[config.mk]
export PLATFORM = sky130hd
export DESIGN_NAME = sd_spi_arbiter_flat
export DESIGN_NICKNAME = d
export VERILOG_FILES = /design/src/rtl/sd_arb_pkg.sv /design/src/rtl/sd_spi_arbiter_if.sv /design/src/rtl/sd_activity_timer.sv /design/src/rtl/sd_spi_arbiter.sv /design/src/flat_wrapper.sv
export SDC_FILE = /design/constraint.sdc
export NUM_CORES = 1
export LEC_CHECK = 0
export CORE_MARGIN = 2
export CORE_UTILIZATION = 34
export CTS_CLUSTER_SIZE = 24
export DETAILED_ROUTE_END_ITERATION = 8
export GPL_TIMING_DRIVEN = 0
export PLACE_DENSITY = 0.74
export SLEW_MARGIN = 20
export SYNTH_ARGS = -nofsm -noshare
export SYNTH_HDL_FRONTEND = slang
export SYNTH_SLANG_ARGS = --single-unit
export TNS_END_PERCENT = 20
[constraint.sdc]
create_clock -name i_clock -period 1.4 [get_ports i_clock]
set_input_delay 0.14 -clock i_clock [delete_from_list [all_inputs] [get_ports i_clock]]
set_output_delay 0.14 -clock i_clock [all_outputs]
set_load 0.03 [all_outputs]
[src/rtl/sd_arb_pkg.sv]
// Shared types and SPI idle levels for the SD-card SPI arbiter.
package sd_arb_pkg;

  typedef enum logic [1:0] {
    IDLE    = 2'd0,
    GNT0    = 2'd1,
    GNT1    = 2'd2,
    RELEASE = 2'd3
  } arb_state_e;

  localparam logic CK_IDLE   = 1'b0;
  localparam logic CS_IDLE   = 1'b1;
  localparam logic MOSI_IDLE = 1'b1;
  localparam logic MISO_IDLE = 1'b1;

endpackage

[src/rtl/sd_spi_arbiter_if.sv]
// Requester-side (req/gnt + SPI) and target-side (plain SPI) bundles for the SD arbiter.
interface sd_spi_arbiter_if;
  logic req;
  logic gnt;
  logic ck;
  logic cs;
  logic mosi;
  logic miso;

  modport master (output req, ck, cs, mosi, input gnt, miso);
  modport slave  (input req, ck, cs, mosi, output gnt, miso);
endinterface

interface sd_spi_target_if;
  logic ck;
  logic cs;
  logic mosi;
  logic miso;

  modport master (output ck, cs, mosi, input miso);
  modport slave  (input ck, cs, mosi, output miso);
endinterface

[src/rtl/sd_activity_timer.sv]
// Flags SD activity for ACT_TIMEOUT cycles after any mosi/miso change on the active path.
module sd_activity_timer #(
  parameter int ACT_TIMEOUT = 1000000
) (
  input  logic i_clock,
  input  logic i_reset,
  input  logic i_mosi,
  input  logic i_miso,
  output logic o_act
);
  localparam int CW = $clog2(ACT_TIMEOUT + 1);

  logic          r_prev_mosi;
  logic          r_prev_miso;
  logic [CW-1:0] r_cnt;
  logic          w_change;

  assign w_change = (i_mosi != r_prev_mosi) || (i_miso != r_prev_miso);

  // Counter parks at ACT_TIMEOUT so the flag is clear out of reset.
  always_ff @(posedge i_clock or negedge i_reset) begin
    if (!i_reset) begin
      r_prev_mosi <= 1'b1;
      r_prev_miso <= 1'b1;
      r_cnt       <= CW'(ACT_TIMEOUT);
    end else begin
      r_prev_mosi <= i_mosi;
      r_prev_miso <= i_miso;
      if (w_change)
        r_cnt <= '0;
      else if (r_cnt != CW'(ACT_TIMEOUT))
        r_cnt <= r_cnt + CW'(1);
    end
  end

  assign o_act = (r_cnt < CW'(ACT_TIMEOUT));

endmodule

[src/rtl/sd_spi_arbiter.sv]
// Two-master SD SPI arbiter with virtual/physical target steering and activity LEDs.
// Optional activity counter is compiled in when SD_ARB_ACTIVITY_EN is defined.
module sd_spi_arbiter
  import sd_arb_pkg::*;
#(
  parameter int ACT_TIMEOUT = 1000000,
  parameter int GUARD       = 4
) (
  input  logic                   i_clock,
  input  logic                   i_reset,
  input  logic                   i_img_mounted,
  input  logic                   i_img_present,
  sd_spi_arbiter_if.slave        m0,
  sd_spi_arbiter_if.slave        m1,
  sd_spi_target_if.master        vsd,
  sd_spi_target_if.master        sd,
  output logic                   o_vsd_sel,
  output logic                   o_act_vsd,
  output logic                   o_act_sd,
  output logic                   o_busy
);
  localparam int GW = (GUARD > 1) ? $clog2(GUARD) : 1;

  arb_state_e    r_state, w_next;
  logic          r_last1, w_next_last1;
  logic [GW-1:0] r_guard_cnt;
  logic          r_pending;
  logic          r_vsd_sel;
  logic          w_gnt0, w_gnt1;
  logic          w_ck, w_cs, w_mosi, w_tgt_miso;

  // NOTE: non-blocking assignments throughout so every register sees pre-edge values.
  always_ff @(posedge i_clock or negedge i_reset) begin
    if (!i_reset) begin
      r_state     <= IDLE;
      r_last1     <= 1'b1;
      r_guard_cnt <= '0;
      r_pending   <= 1'b0;
      r_vsd_sel   <= 1'b0;
    end else begin
      r_state     <= w_next;
      r_last1     <= w_next_last1;
      r_guard_cnt <= (r_state == RELEASE) ? r_guard_cnt + GW'(1) : '0;
      if (i_img_mounted)
        r_pending <= i_img_present;
      if (r_state == IDLE)
        r_vsd_sel <= r_pending;
    end
  end

  // NOTE: defaults first so no path through the case leaves a signal unassigned (latch).
  always_comb begin
    w_next       = r_state;
    w_next_last1 = r_last1;
    case (r_state)
      IDLE: begin
        // r_last1 = 1 means m1 won last, so m0 takes a tie.
        if (m0.req && (!m1.req || r_last1)) begin
          w_next       = GNT0;
          w_next_last1 = 1'b0;
        end else if (m1.req) begin
          w_next       = GNT1;
          w_next_last1 = 1'b1;
        end
      end
      GNT0:    if (!m0.req && m0.cs) w_next = RELEASE;
      GNT1:    if (!m1.req && m1.cs) w_next = RELEASE;
      RELEASE: if (r_guard_cnt == GW'(GUARD - 1)) w_next = IDLE;
      default: w_next = IDLE;
    endcase
  end

  assign w_gnt0 = (r_state == GNT0);
  assign w_gnt1 = (r_state == GNT1);

  always_comb begin
    w_ck   = CK_IDLE;
    w_cs   = CS_IDLE;
    w_mosi = MOSI_IDLE;
    if (w_gnt0) begin
      w_ck   = m0.ck;
      w_cs   = m0.cs;
      w_mosi = m0.mosi;
    end else if (w_gnt1) begin
      w_ck   = m1.ck;
      w_cs   = m1.cs;
      w_mosi = m1.mosi;
    end
  end

  assign vsd.ck   = r_vsd_sel ? w_ck   : CK_IDLE;
  assign vsd.cs   = r_vsd_sel ? w_cs   : CS_IDLE;
  assign vsd.mosi = r_vsd_sel ? w_mosi : MOSI_IDLE;
  assign sd.ck    = r_vsd_sel ? CK_IDLE   : w_ck;
  assign sd.cs    = r_vsd_sel ? CS_IDLE   : w_cs;
  assign sd.mosi  = r_vsd_sel ? MOSI_IDLE : w_mosi;

  assign w_tgt_miso = r_vsd_sel ? vsd.miso : sd.miso;
  assign m0.miso    = w_gnt0 ? w_tgt_miso : MISO_IDLE;
  assign m1.miso    = w_gnt1 ? w_tgt_miso : MISO_IDLE;
  assign m0.gnt     = w_gnt0;
  assign m1.gnt     = w_gnt1;

  assign o_vsd_sel = r_vsd_sel;
  assign o_busy    = (r_state != IDLE);

`ifdef SD_ARB_ACTIVITY_EN
  logic w_act;

  sd_activity_timer #(.ACT_TIMEOUT(ACT_TIMEOUT)) u_activity (
    .i_clock (i_clock),
    .i_reset (i_reset),
    .i_mosi  (w_mosi),
    .i_miso  (w_tgt_miso),
    .o_act   (w_act)
  );

  assign o_act_vsd = w_act & r_vsd_sel;
  assign o_act_sd  = w_act & ~r_vsd_sel;
`else
  assign o_act_vsd = 1'b0;
  assign o_act_sd  = 1'b0;
`endif

endmodule

[src/flat_wrapper.sv]
// flat-port wrapper written by rule: the top's interface ports become plain ports
module sd_spi_arbiter_flat import sd_arb_pkg::*;
#(
  parameter int ACT_TIMEOUT = 1000000,
  parameter int GUARD       = 4
)
  (i_clock, i_reset, i_img_mounted, i_img_present, o_vsd_sel, o_act_vsd, o_act_sd, o_busy, m0_req, m0_ck, m0_cs, m0_mosi, m0_gnt, m0_miso, m1_req, m1_ck, m1_cs, m1_mosi, m1_gnt, m1_miso, vsd_ck, vsd_cs, vsd_mosi, vsd_miso, sd_ck, sd_cs, sd_mosi, sd_miso);
  sd_spi_arbiter_if m0_i ();
  sd_spi_arbiter_if m1_i ();
  sd_spi_target_if vsd_i ();
  sd_spi_target_if sd_i ();
  input  logic i_clock;
  input  logic i_reset;
  input  logic i_img_mounted;
  input  logic i_img_present;
  output logic o_vsd_sel;
  output logic o_act_vsd;
  output logic o_act_sd;
  output logic o_busy;
  input wire logic [$bits(m0_i.req)-1:0] m0_req;
  input wire logic [$bits(m0_i.ck)-1:0] m0_ck;
  input wire logic [$bits(m0_i.cs)-1:0] m0_cs;
  input wire logic [$bits(m0_i.mosi)-1:0] m0_mosi;
  output wire logic [$bits(m0_i.gnt)-1:0] m0_gnt;
  output wire logic [$bits(m0_i.miso)-1:0] m0_miso;
  input wire logic [$bits(m1_i.req)-1:0] m1_req;
  input wire logic [$bits(m1_i.ck)-1:0] m1_ck;
  input wire logic [$bits(m1_i.cs)-1:0] m1_cs;
  input wire logic [$bits(m1_i.mosi)-1:0] m1_mosi;
  output wire logic [$bits(m1_i.gnt)-1:0] m1_gnt;
  output wire logic [$bits(m1_i.miso)-1:0] m1_miso;
  output wire logic [$bits(vsd_i.ck)-1:0] vsd_ck;
  output wire logic [$bits(vsd_i.cs)-1:0] vsd_cs;
  output wire logic [$bits(vsd_i.mosi)-1:0] vsd_mosi;
  input wire logic [$bits(vsd_i.miso)-1:0] vsd_miso;
  output wire logic [$bits(sd_i.ck)-1:0] sd_ck;
  output wire logic [$bits(sd_i.cs)-1:0] sd_cs;
  output wire logic [$bits(sd_i.mosi)-1:0] sd_mosi;
  input wire logic [$bits(sd_i.miso)-1:0] sd_miso;
  assign m0_i.req = m0_req;
  assign m0_i.ck = m0_ck;
  assign m0_i.cs = m0_cs;
  assign m0_i.mosi = m0_mosi;
  assign m0_gnt = m0_i.gnt;
  assign m0_miso = m0_i.miso;
  assign m1_i.req = m1_req;
  assign m1_i.ck = m1_ck;
  assign m1_i.cs = m1_cs;
  assign m1_i.mosi = m1_mosi;
  assign m1_gnt = m1_i.gnt;
  assign m1_miso = m1_i.miso;
  assign vsd_ck = vsd_i.ck;
  assign vsd_cs = vsd_i.cs;
  assign vsd_mosi = vsd_i.mosi;
  assign vsd_i.miso = vsd_miso;
  assign sd_ck = sd_i.ck;
  assign sd_cs = sd_i.cs;
  assign sd_mosi = sd_i.mosi;
  assign sd_i.miso = sd_miso;
  sd_spi_arbiter #(.ACT_TIMEOUT(ACT_TIMEOUT), .GUARD(GUARD)) u_core (.i_clock(i_clock), .i_reset(i_reset), .i_img_mounted(i_img_mounted), .i_img_present(i_img_present), .m0(m0_i), .m1(m1_i), .vsd(vsd_i), .sd(sd_i), .o_vsd_sel(o_vsd_sel), .o_act_vsd(o_act_vsd), .o_act_sd(o_act_sd), .o_busy(o_busy));
endmodule
==> metrics.md <==
| Metric | Value |
|---|---|
| Root Driver | clkbuf_4 |
| Fin. max-slew vios | 0 |
| Die H | 43.5 um |
| CTS Sinks | 7 |
| Layout fillers | 121 |
| Post-synthesis sequential area ratio | 33.3% |
| Gr usage total | 14.7% |
| Post-synthesis mux area share | 8.04% |
| Critical Setup Path Class | reg2out |
| Overflow after GRT | 0 |
| Vias per cell | 4.89 |
| Most common cell after layout, fill and taps aside | buf_4 |
| Register area | 178 um2 |
| Footprint of the multi-input gates | 394 um2 |
| Status | complete, but fails checks |
| CP required | 1.26 ns |
| Crit-path max FO | 5 |
| Worst Skew | 0.00651 ns |
| Clock Path Buffers | 2 |
| Most frequent cells in the layout | 14 x buf_4, 13 x clkdlybuf4s50_1, 6 x nand2_1 |
| Worst-Skew Late Latency | 0.25 ns |
| #FFs+latches synth | 7 |
| Initial core utilization | 35.5% |
| TritonCTS clock tree | built |
| Fin crit period | 1.63 ns |
| Fin nets | 113 |
| TritonRoute pass-1 iters | 4 |
| CTS Hold Bufs | 0 |
| Pwr per Cell Area | 2270 nW/um2 |
| Total of warnings raised by yosys | 0 |
| Post-synthesis compound-gate area fraction | 21.7% |
| Startpoint types | register |
| Slowest cell on the critical path | dfrtp_1 |
| Routed Antenna Nets | 0 |
| Crit end category | primary output |
| Endpoints failing setup | 12 |
| Failing checks | setup timing |
| Maxcap violations | 0 |
| Largest delay share family, worst path | flip-flops |
| Lkg Pwr | 0.437 nW |
| Design area | 978 um2 |
| Placement Setup Slack | -0.538 ns |
| Drt wl/cell | 12.1 um |
| Final wirelength | 1.32 mm |
| Max Freq | 0.613 GHz |
| I/O Pins | 28 |
| Synth Area in Simple Gates | 16.5% |
| Worst EP arrival | 1.49 ns |
| Fraction of layout cells with a size suffix above 1 | 49.5% |
| 1st-iter DRT viols | 2 |
| Post-Syn Area | 529 um2 |
| Critical Path, Cell by Cell | inv_2 -> ha_4 -> inv_4 -> and3_4 -> a21oi_4 -> nor2b_4 -> buf_6 |
| Min setup slack post-route | -0.232 ns |
| Num rows | 14 |
| Cells after Synth | 54 |
| Largest family of logic cells by synthesized area | compound AO/OA/AOI/OAI gates |
| Worst path bufs/invs | 3 |
| Worst reg2reg setup slack | -0.13 ns |
| Total Power | 2.22 mW |
| Synth unique cells | 27 |
| Vias in the first global route | 523 |
| Hpwl dp | 928 um |
| Period utilization | 117% |
| Clock transition at path regs | 0.05 ns |
| First-pass GRT wire length | 2.06 mm |
| Post-Synth XOR/XNOR Area | 0% |
| # port buffers | 25 |
| Die X | 43.5 um |
| Slowest stage delay, CP | 0.43 ns |
| H-Tree Depth | 1 |
| Vias | 533 |
| Mapped Avg Cell Area | 9.80 um2 |
| # DRC | 0 |
| Synth Area in Adders | 11.8% |
| Total die area | 1890 um2 |
| Max VDD drop | 0.00121 V |
| Core area | 1490 um2 |
| Largest net degree at the start of global routing | 9 |
| Final Wtd Congestion | 0.714 |
| Initial antenna violation count | 0 |
| Hold WC Path Type | in2async |
| ANT cells | 0 |
| Area growth, synth to finish | 84.9% |
| Final Hold Vio Count | 0 |
| Post-DP Area | 867 um2 |
| Total CTS buffers | 3 |
| RSZ-0062 raised after global routing | true |
## final cells by class
type	count	area share, %
sequential	7	18.2
tap	16	2.05
buffer	3	2.30
multi-input combinational	39	40.3
clock buffer	4	2.69
inverter	6	3.07
timing repair buffer	34	31.5
## sequential cells by signal, summed over array words and instances (netlist names)
name	count
u_core.r_pending	1
u_core.r_guard_cnt	2
u_core.r_state	2
u_core.o_vsd_sel	1
u_core.r_last1	1
## power by group
| group | switching, mW | leakage [nW] | internal, mW |
|---|---|---|---|
| clock network | 0.0694 | 0.0150 | 0.108 |
| registers | 0.0821 | 0.0825 | 0.303 |
| logic | 0.861 | 0.339 | 0.799 |
| total | 1.01 | 0.437 | 1.21 |
## synth_stat cells
cell type  n  share of area (%)
conb_1     1               0.71
dfrtp_1    6                 28
and2_1     1                1.2
mux2_2     2                4.3
a21boi_0   1                1.4
nor2b_1    3                3.5
dfstp_2    1                5.0
nand2b_4   1                2.6
a31oi_1    1                1.2
a21oi_4    1                3.1
o21ai_0    2                1.9
buf_4      2                2.8
o22ai_1    1                1.2
clkbuf_1   1               0.71
o21ai_4    1                3.1
o311ai_4   1                5.0
a32oi_1    1                1.7
inv_1      5                3.5
nand2_1    6                4.3
mux2i_1    2                3.8
nand2b_1   2                2.4
nor2_1     2                1.4
ha_1       5                 12
inv_2      1               0.71
a21oi_1    2                1.9
o211ai_1   1                1.4
and3_1     1                1.2
## cells by family after synthesis
group	after synthesis
other	1
buffers and inverters	9
multiplexers	4
AND/OR/NAND/NOR	16
flip-flops	7
AO/OA/AOI/OAI	12
adder cells (fa/ha/maj)	5
## routing by layer
| metal | track usage (%) | part of all wire, % | vias to the layer above |
|---|---|---|---|
| met5 | 0 | 0 | - |
| met4 | 4.24 | 0 | 0 |
| li1 | - | - | 263 |
| met3 | 7.08 | 7.5 | 0 |
| met2 | 27.5 | 53 | 22 |
| met1 | 14.2 | 39 | 248 |
## metrics by stage
stage	instances	TNS (ns)	utilization [%]	hold WS, ns
after detailed placement	96	-4.18	58.2	0.415
final	109	-1.71	65.7	0.143
after floorplan	55	-0.00673	-	-0.156
after global routing	109	-2.70	65.7	0.148
after CTS	105	-1.76	62.4	0.145
after global placement	96	-3.90	58.2	0.417
## path summary, 6_finish.rpt
kind,startpoint,end,cells past startpoint
setup / recovery,u_core.r_state[1]$_DFFE_PN0P_,vsd_ck,7
hold / removal,i_reset,u_core.r_guard_cnt[0]$_DFF_PN0_,1
setup reg to reg,u_core.r_state[1]$_DFFE_PN0P_,u_core.r_state[0]$_DFFE_PN0P_,7
hold reg to reg,u_core.r_guard_cnt[0]$_DFF_PN0_,u_core.r_guard_cnt[0]$_DFF_PN0_,1
max in group asynchronous,i_reset,u_core.r_last1$_DFFE_PN1P_,1
min in group i_clock,u_core.r_guard_cnt[0]$_DFF_PN0_,u_core.r_guard_cnt[0]$_DFF_PN0_,1
## timing repair
| action | 4_1_cts | 5_1_grt |
|---|---|---|
| setup endpoints to repair | 13 | 13 |
| pin swaps | 2 | 2 |
| resized for setup | 62 | 8 |
| setup buffers | 5 | 4 |
Power figures use the tool's default switching activity.
